`src/rtl/rom_ctrl_pkg.sv`:
```
// Shared constants, FSM encodings and address helpers for the instruction-ROM controller.
// Every file that needs these imports them with import rom_ctrl_pkg::*.
package rom_ctrl_pkg;

  localparam int unsigned ROM_NUM      = 4096;
  localparam logic [31:0] ZERO_WORD    = 32'h0000_0000;
  localparam logic        WRITE_ENABLE = 1'b1;
  localparam logic        RST_ENABLE   = 1'b1;

  // Controller FSM encodings.
  localparam logic [1:0] RC_RUN  = 2'd0;
  localparam logic [1:0] RC_LOAD = 2'd1;
  localparam logic [1:0] RC_REL  = 2'd2;

  // Returns 1 when the word index addr[31:2] falls inside a ROM of 'words' entries.
  function automatic logic addr_in_range(input logic [31:0] addr, input int unsigned words);
    return {2'b00, addr[31:2]} < words;
  endfunction

  // Clears the byte-lane bits so the ROM only ever sees word addresses.
  function automatic logic [31:0] word_align(input logic [31:0] addr);
    return {addr[31:2], 2'b00};
  endfunction

endpackage

```
`src/rtl/rom_ctrl_rd_arb.sv`:
```
// Combinational read arbiter: the data bus has priority, except that a fetch denied in the
// previous cycle wins, so fetch is never starved for more than one cycle.
module rom_rd_arb (
  input  logic en_i,
  input  logic d_req_i,
  input  logic i_req_i,
  input  logic starve_i,
  output logic d_gnt_o,
  output logic i_gnt_o,
  output logic hold_o
);

  always_comb begin
    // NOTE: every output gets a default first, so no path through the block can infer a latch.
    d_gnt_o = 1'b0;
    i_gnt_o = 1'b0;
    hold_o  = 1'b0;
    if (en_i) begin
      hold_o = d_req_i & i_req_i;
      if (i_req_i && (starve_i || !d_req_i)) begin
        i_gnt_o = 1'b1;
      end else if (d_req_i) begin
        d_gnt_o = 1'b1;
      end
    end
  end

endmodule

```
`src/rtl/rom_ctrl.sv`:
```
// Shares the single-port instruction ROM between loader writes, data-bus reads and fetch reads,
// and sequences a download session: RUN -> LOAD -> RELEASE (timed core reset) -> RUN.
module rom_ctrl
  import rom_ctrl_pkg::*;
#(
  parameter int unsigned ROM_WORDS  = ROM_NUM,
  parameter int unsigned REL_CYCLES = 8
) (
  input  logic        clk,
  input  logic        rst,
  input  logic        ld_start_i,
  input  logic        ld_done_i,
  input  logic        ld_req_i,
  input  logic [31:0] ld_addr_i,
  input  logic [31:0] ld_data_i,
  output logic        ld_ack_o,
  output logic        ld_err_o,
  input  logic        d_req_i,
  input  logic [31:0] d_addr_i,
  output logic        d_valid_o,
  output logic [31:0] d_rdata_o,
  input  logic        i_req_i,
  input  logic [31:0] i_addr_i,
  output logic        i_valid_o,
  output logic [31:0] i_rdata_o,
  output logic        rom_we_o,
  output logic [31:0] rom_addr_o,
  output logic [31:0] rom_data_o,
  input  logic [31:0] rom_data_i,
  output logic        hold_o,
  output logic        cpu_rst_o,
  output logic [15:0] word_cnt_o
);

  logic [1:0]  state_q, state_d;
  logic [7:0]  rel_cnt_q, rel_cnt_d;
  logic [15:0] word_cnt_q, word_cnt_d;
  logic        starve_q;
  logic        d_valid_q, i_valid_q, ld_ack_q, ld_err_q;
  logic [31:0] d_rdata_q, i_rdata_q;

  logic in_rst, run_en, load_en;
  logic d_gnt, i_gnt, arb_hold;
  logic d_ok, i_ok, ld_ok, wr_ok, wr_bad;

  // Reset gates the combinational side too, so no write or grant leaks out in the reset cycle.
  assign in_rst  = (rst == RST_ENABLE);
  assign run_en  = !in_rst && (state_q == RC_RUN);
  assign load_en = !in_rst && (state_q == RC_LOAD);

  assign d_ok   = addr_in_range(d_addr_i, ROM_WORDS);
  assign i_ok   = addr_in_range(i_addr_i, ROM_WORDS);
  assign ld_ok  = addr_in_range(ld_addr_i, ROM_WORDS);
  assign wr_ok  = load_en && ld_req_i && ld_ok;
  assign wr_bad = load_en && ld_req_i && !ld_ok;

  rom_rd_arb u_rd_arb (
    .en_i     (run_en),
    .d_req_i  (d_req_i),
    .i_req_i  (i_req_i),
    .starve_i (starve_q),
    .d_gnt_o  (d_gnt),
    .i_gnt_o  (i_gnt),
    .hold_o   (arb_hold)
  );

  // ROM port: loader writes and granted reads are mutually exclusive by FSM state.
  always_comb begin
    rom_we_o   = 1'b0;
    rom_addr_o = ZERO_WORD;
    rom_data_o = ZERO_WORD;
    if (wr_ok) begin
      rom_we_o   = WRITE_ENABLE;
      rom_addr_o = word_align(ld_addr_i);
      rom_data_o = ld_data_i;
    end else if (d_gnt && d_ok) begin
      rom_addr_o = word_align(d_addr_i);
    end else if (i_gnt && i_ok) begin
      rom_addr_o = word_align(i_addr_i);
    end
  end

  always_comb begin
    state_d    = state_q;
    rel_cnt_d  = rel_cnt_q;
    word_cnt_d = word_cnt_q;
    case (state_q)
      RC_RUN: begin
        if (ld_start_i) begin
          state_d    = RC_LOAD;
          word_cnt_d = 16'h0000;
        end
      end
      RC_LOAD: begin
        if (wr_ok && word_cnt_q != 16'hFFFF) word_cnt_d = word_cnt_q + 16'h0001;
        if (ld_start_i) begin
          word_cnt_d = 16'h0000;
        end else if (ld_done_i) begin
          state_d   = RC_REL;
          rel_cnt_d = 8'(REL_CYCLES - 1);
        end
      end
      RC_REL: begin
        if (ld_start_i) begin
          state_d    = RC_LOAD;
          word_cnt_d = 16'h0000;
        end else if (rel_cnt_q == 8'd0) begin
          state_d = RC_RUN;
        end else begin
          rel_cnt_d = rel_cnt_q - 8'd1;
        end
      end
      default: state_d = RC_RUN;
    endcase
  end

  always_ff @(posedge clk) begin
    // NOTE: non-blocking assignments so every register samples the pre-edge values of the others.
    if (in_rst) begin
      state_q    <= RC_RUN;
      rel_cnt_q  <= 8'd0;
      word_cnt_q <= 16'h0000;
      starve_q   <= 1'b0;
      d_valid_q  <= 1'b0;
      i_valid_q  <= 1'b0;
      d_rdata_q  <= ZERO_WORD;
      i_rdata_q  <= ZERO_WORD;
      ld_ack_q   <= 1'b0;
      ld_err_q   <= 1'b0;
    end else begin
      state_q    <= state_d;
      rel_cnt_q  <= rel_cnt_d;
      word_cnt_q <= word_cnt_d;
      starve_q   <= run_en && i_req_i && !i_gnt;
      d_valid_q  <= d_gnt;
      i_valid_q  <= i_gnt;
      ld_ack_q   <= wr_ok;
      ld_err_q   <= wr_bad;
      if (d_gnt) d_rdata_q <= d_ok ? rom_data_i : ZERO_WORD;
      if (i_gnt) i_rdata_q <= i_ok ? rom_data_i : ZERO_WORD;
    end
  end

  assign hold_o     = !in_rst && ((state_q != RC_RUN) || arb_hold);
  assign cpu_rst_o  = !in_rst && (state_q == RC_REL);
  assign word_cnt_o = word_cnt_q;
  assign d_valid_o  = d_valid_q;
  assign i_valid_o  = i_valid_q;
  assign d_rdata_o  = d_rdata_q;
  assign i_rdata_o  = i_rdata_q;
  assign ld_ack_o   = ld_ack_q;
  assign ld_err_o   = ld_err_q;

endmodule

```
`config.mk`:
```
export PLATFORM = sky130hd
export DESIGN_NAME = rom_ctrl
export DESIGN_NICKNAME = d
export VERILOG_FILES = /design/src/rtl/rom_ctrl_pkg.sv /design/src/rtl/rom_ctrl_rd_arb.sv /design/src/rtl/rom_ctrl.sv
export SDC_FILE = /design/constraint.sdc
export NUM_CORES = 1
export LEC_CHECK = 0
export CORE_MARGIN = 5
export CORE_UTILIZATION = 33
export CTS_CLUSTER_SIZE = 28
export DETAILED_ROUTE_END_ITERATION = 10
export MAX_ROUTING_LAYER = met4
export PLACE_DENSITY = 0.78
export SYNTH_ARGS = -nofsm -noshare
export SYNTH_HDL_FRONTEND = slang
export SYNTH_HIERARCHICAL = 1
export SYNTH_SLANG_ARGS = --single-unit
```
`constraint.sdc`:
```
create_clock -name clk -period 3.88 [get_ports clk]
set_clock_uncertainty 0.2 [all_clocks]
set_input_delay 0.97 -clock clk [delete_from_list [all_inputs] [get_ports clk]]
set_output_delay 0.97 -clock clk [all_outputs]
set_load 0.02 [all_outputs]
```
==> impl_metrics.yaml <==
sta:
  layout_min_cycle_time_ns: 4.110
  fin_ws_ns: -0.2301
  fmax_mhz: 243.3
  hold_viol: 0
  finalCritPeriodShare_pct: 105.9
  maxSlewHeadroom_pct: 45.17
  rsz0062_at_grt: "yes"
  slew_violations: 0
  tightest_slew_ns: 0.8224
  setup_viol: 12
cts:
  cts_made_buffers: 9
  clock-sinks: 95
  cts_root_buf: "clkbuf_16"
  postCtsHoldBufs: 0
  htreeDepth: 3
  cts_tree: "yes"
  ctsLongestPathBuffers: 2
  clk_pin_slew_worst_paths_ns: 0.06
  clock_latency_ns: 0.34
worst_setup_path:
  crit_type: "input port to output pin"
  startpoint_type: "input port"
  crit_path_start: "d_addr_i[20]"
  worst-path-max-fanout: 6
  reg2reg_to: "d_rdata_o[1]"
  ff2ff_setup_slack_ns: 1.31
  crit_path_end: "rom_addr_o[9]"
  rr_worst_depth: 12
  reg2reg_from: "state_q[1]"
  crit_required_ns: 2.71
  end_kind: "output pin"
  critPathArrivalTime_ns: 2.94
layout:
  area_delta_synth_final_pct: 85.79
  layout.nets: 1101
  drive_gt1_share_pct: 17.74
grt:
  grt_first_pass_wirelength_um: 29690
  first_global_vias: 5444
  grtUsageTotal_pct: 22.95
  gr-total-overflow: 0
  antenna_found_initial: 3
  grt_max_degree: 78
drt:
  drc_errors: 0
  routed_wl_um: 20490
  post_drt_wl_per_cell_um: 18.24
  num_vias: 5608
  drt_pass1_iterations: 5
  avgViaCountPerCell: 4.994
  postRouteAntennaNets: 0
  drtIter0Drc: 449
pwr:
  p_leak_uw: 0.003612
  total_power_uw: 2252
  peakVddDrop_mv: 0.3270
  power_density_nw_per_um2: 253.0
logic_synthesis:
  yosysSeqAreaShare_pct: 39.70
  netlist_area_um2: 4791
  synth-seq-cells: 95
  synth_top_area_share_pct: 39.70
  ys.flop_type: "dfxtp_1"
  synth_edf_count: 0
  yosysMostFrequentCell: "dfxtp_1"
  syn-mean-instance-area_um2: 7.790
  ys_warn_count: 6
  syn_inst: 615
  yosys.cell_types.count: 50
  yosys.area.top_type: "dfxtp_1"
  synth-async-reset-ratio_pct: 0
  synth_commonest_cells: "dfxtp_1, nor2_1, a21oi_1, nor2b_1, and2_1"
  synth_area_leaders: "dfxtp_1, nor2b_1, a21oi_1"
place:
  hpwl_um: 14630
  portBuffers: 291
  pre_cts_ws_ns: -0.7646
  gp_congestion: 0.9252
outcome:
  violations: "negative setup slack"
  status: "finished, violations left"
floorplan:
  dieWidth_um: 130.5
  die_area_um2: 17030
  core_um2: 14370
  die_h_um: 130.5
  fp-row-count: 44
  pin_count: 318
  start_util_pct: 33.34
flow_run:
  maxCapViolCount: 0
hold_path:
  min_path_type: "flip-flop to flip-flop"
[worst min-delay path by stage]
stage	start	end	cells after the start
after floorplan	rel_cnt_q[0]	rel_cnt_q[0]	1
after global placement	rel_cnt_q[0]	rel_cnt_q[0]	1
after detailed placement	word_cnt_o[12]	word_cnt_o[12]	2
after CTS	word_cnt_o[12]	word_cnt_o[12]	2
after global routing	rel_cnt_q[0]	rel_cnt_q[0]	1
final	rel_cnt_q[0]	rel_cnt_q[0]	1
[what timing repair did]
| action | 4_1_cts | 5_1_grt |
|---|---|---|
| gates cloned | 5 | 0 |
| resized for setup | 244 | 43 |
| buffers inserted | 15 | 2 |
| setup endpoints to repair | 45 | 28 |
| pin swaps | 22 | 20 |
[power by group]
part	internal, uW	total, uW	switching, uW
clock network	569	955	386
registers	981	987	5.55
logic	175	309	134
total	1730	2250	525
[placed cells by master, fill, tap and decap left out, drive strengths merged, types with 9 or more instances in the layout]
master / instances
o21ai: 20
inv: 22
clkdlybuf4s50: 224
dlygate4sd2: 18
nor2: 83
buf: 87
nor2b: 67
nor4: 14
clkbuf: 17
nand2: 29
dfxtp: 95
and2: 36
nor3: 21
a31oi: 19
a21oi: 72
conb: 20
nand3: 9
[layer usage]
layer | share of wire (%) | GRT usage [%]
met1 | 40 | 27.73
met2 | 49 | 36.51
met3 | 9.7 | 7.276
met4 | 2.2 | 7.441
met5 | 0 | -
[cells by family after synthesis]
logic type               share of synthesized area [%]
AO/OA/AOI/OAI                                    17.42
XOR/XNOR                                        0.9140
adder cells (fa/ha/maj)                         0.7836
buffers and inverters                            7.704
flip-flops                                       39.70
multiplexers                                    0.2089
other                                          0.07827
AND/OR/NAND/NOR                                  33.19
[state kept, by name (all words and copies together) (netlist names)]
| name | count |
|---|---|
| ld_err_o | 1 |
| i_valid_o | 1 |
| d_rdata_o | 32 |
| word_cnt_o | 16 |
| d_valid_o | 1 |
| i_rdata_o | 32 |
| state_q | 2 |
| ld_ack_o | 1 |
| starve_q | 1 |
| rel_cnt_q | 8 |
[metrics by stage]
step	hold WS, ns	std cells	setup TNS [ns]	util (%)	cell area [um2]
floorplan	0.2527	634	0	-	4969
finish	0.2968	1123	-2.220	61.95	8901
global placement	0.2814	1083	-24.58	56.09	8059
CTS	0.3016	1118	-2.827	60.76	8731
global route	0.3247	1123	-3.603	61.95	8901
detailed placement	0.2882	1083	-26.89	56.09	8059
[final cells by class]
| cell class | count | area, um2 |
|---|---|---|
| Sequential cell | 95 | 1902 |
| Inverter | 21 | 78.83 |
| Multi-Input combinational cell | 463 | 3034 |
| Clock buffer | 10 | 229.0 |
| Antenna cell | 3 | 7.507 |
| Fill cell | 1237 | 5468 |
| Timing Repair Buffer | 341 | 3326 |
| Tap cell | 184 | 230.2 |
| Clock inverter | 6 | 93.84 |
[worst max-delay path, cell delays in order]
cell and delay [ns]:
clkdlybuf4s50_1 0.42, nor4_1 0.38, nand4_1 0.32, buf_6 0.26
nor3_1 0.23, a31oi_2 0.06, o21ai_2 0.14, buf_6 0.14
Note: power is estimated with default switching activity, not from simulation.
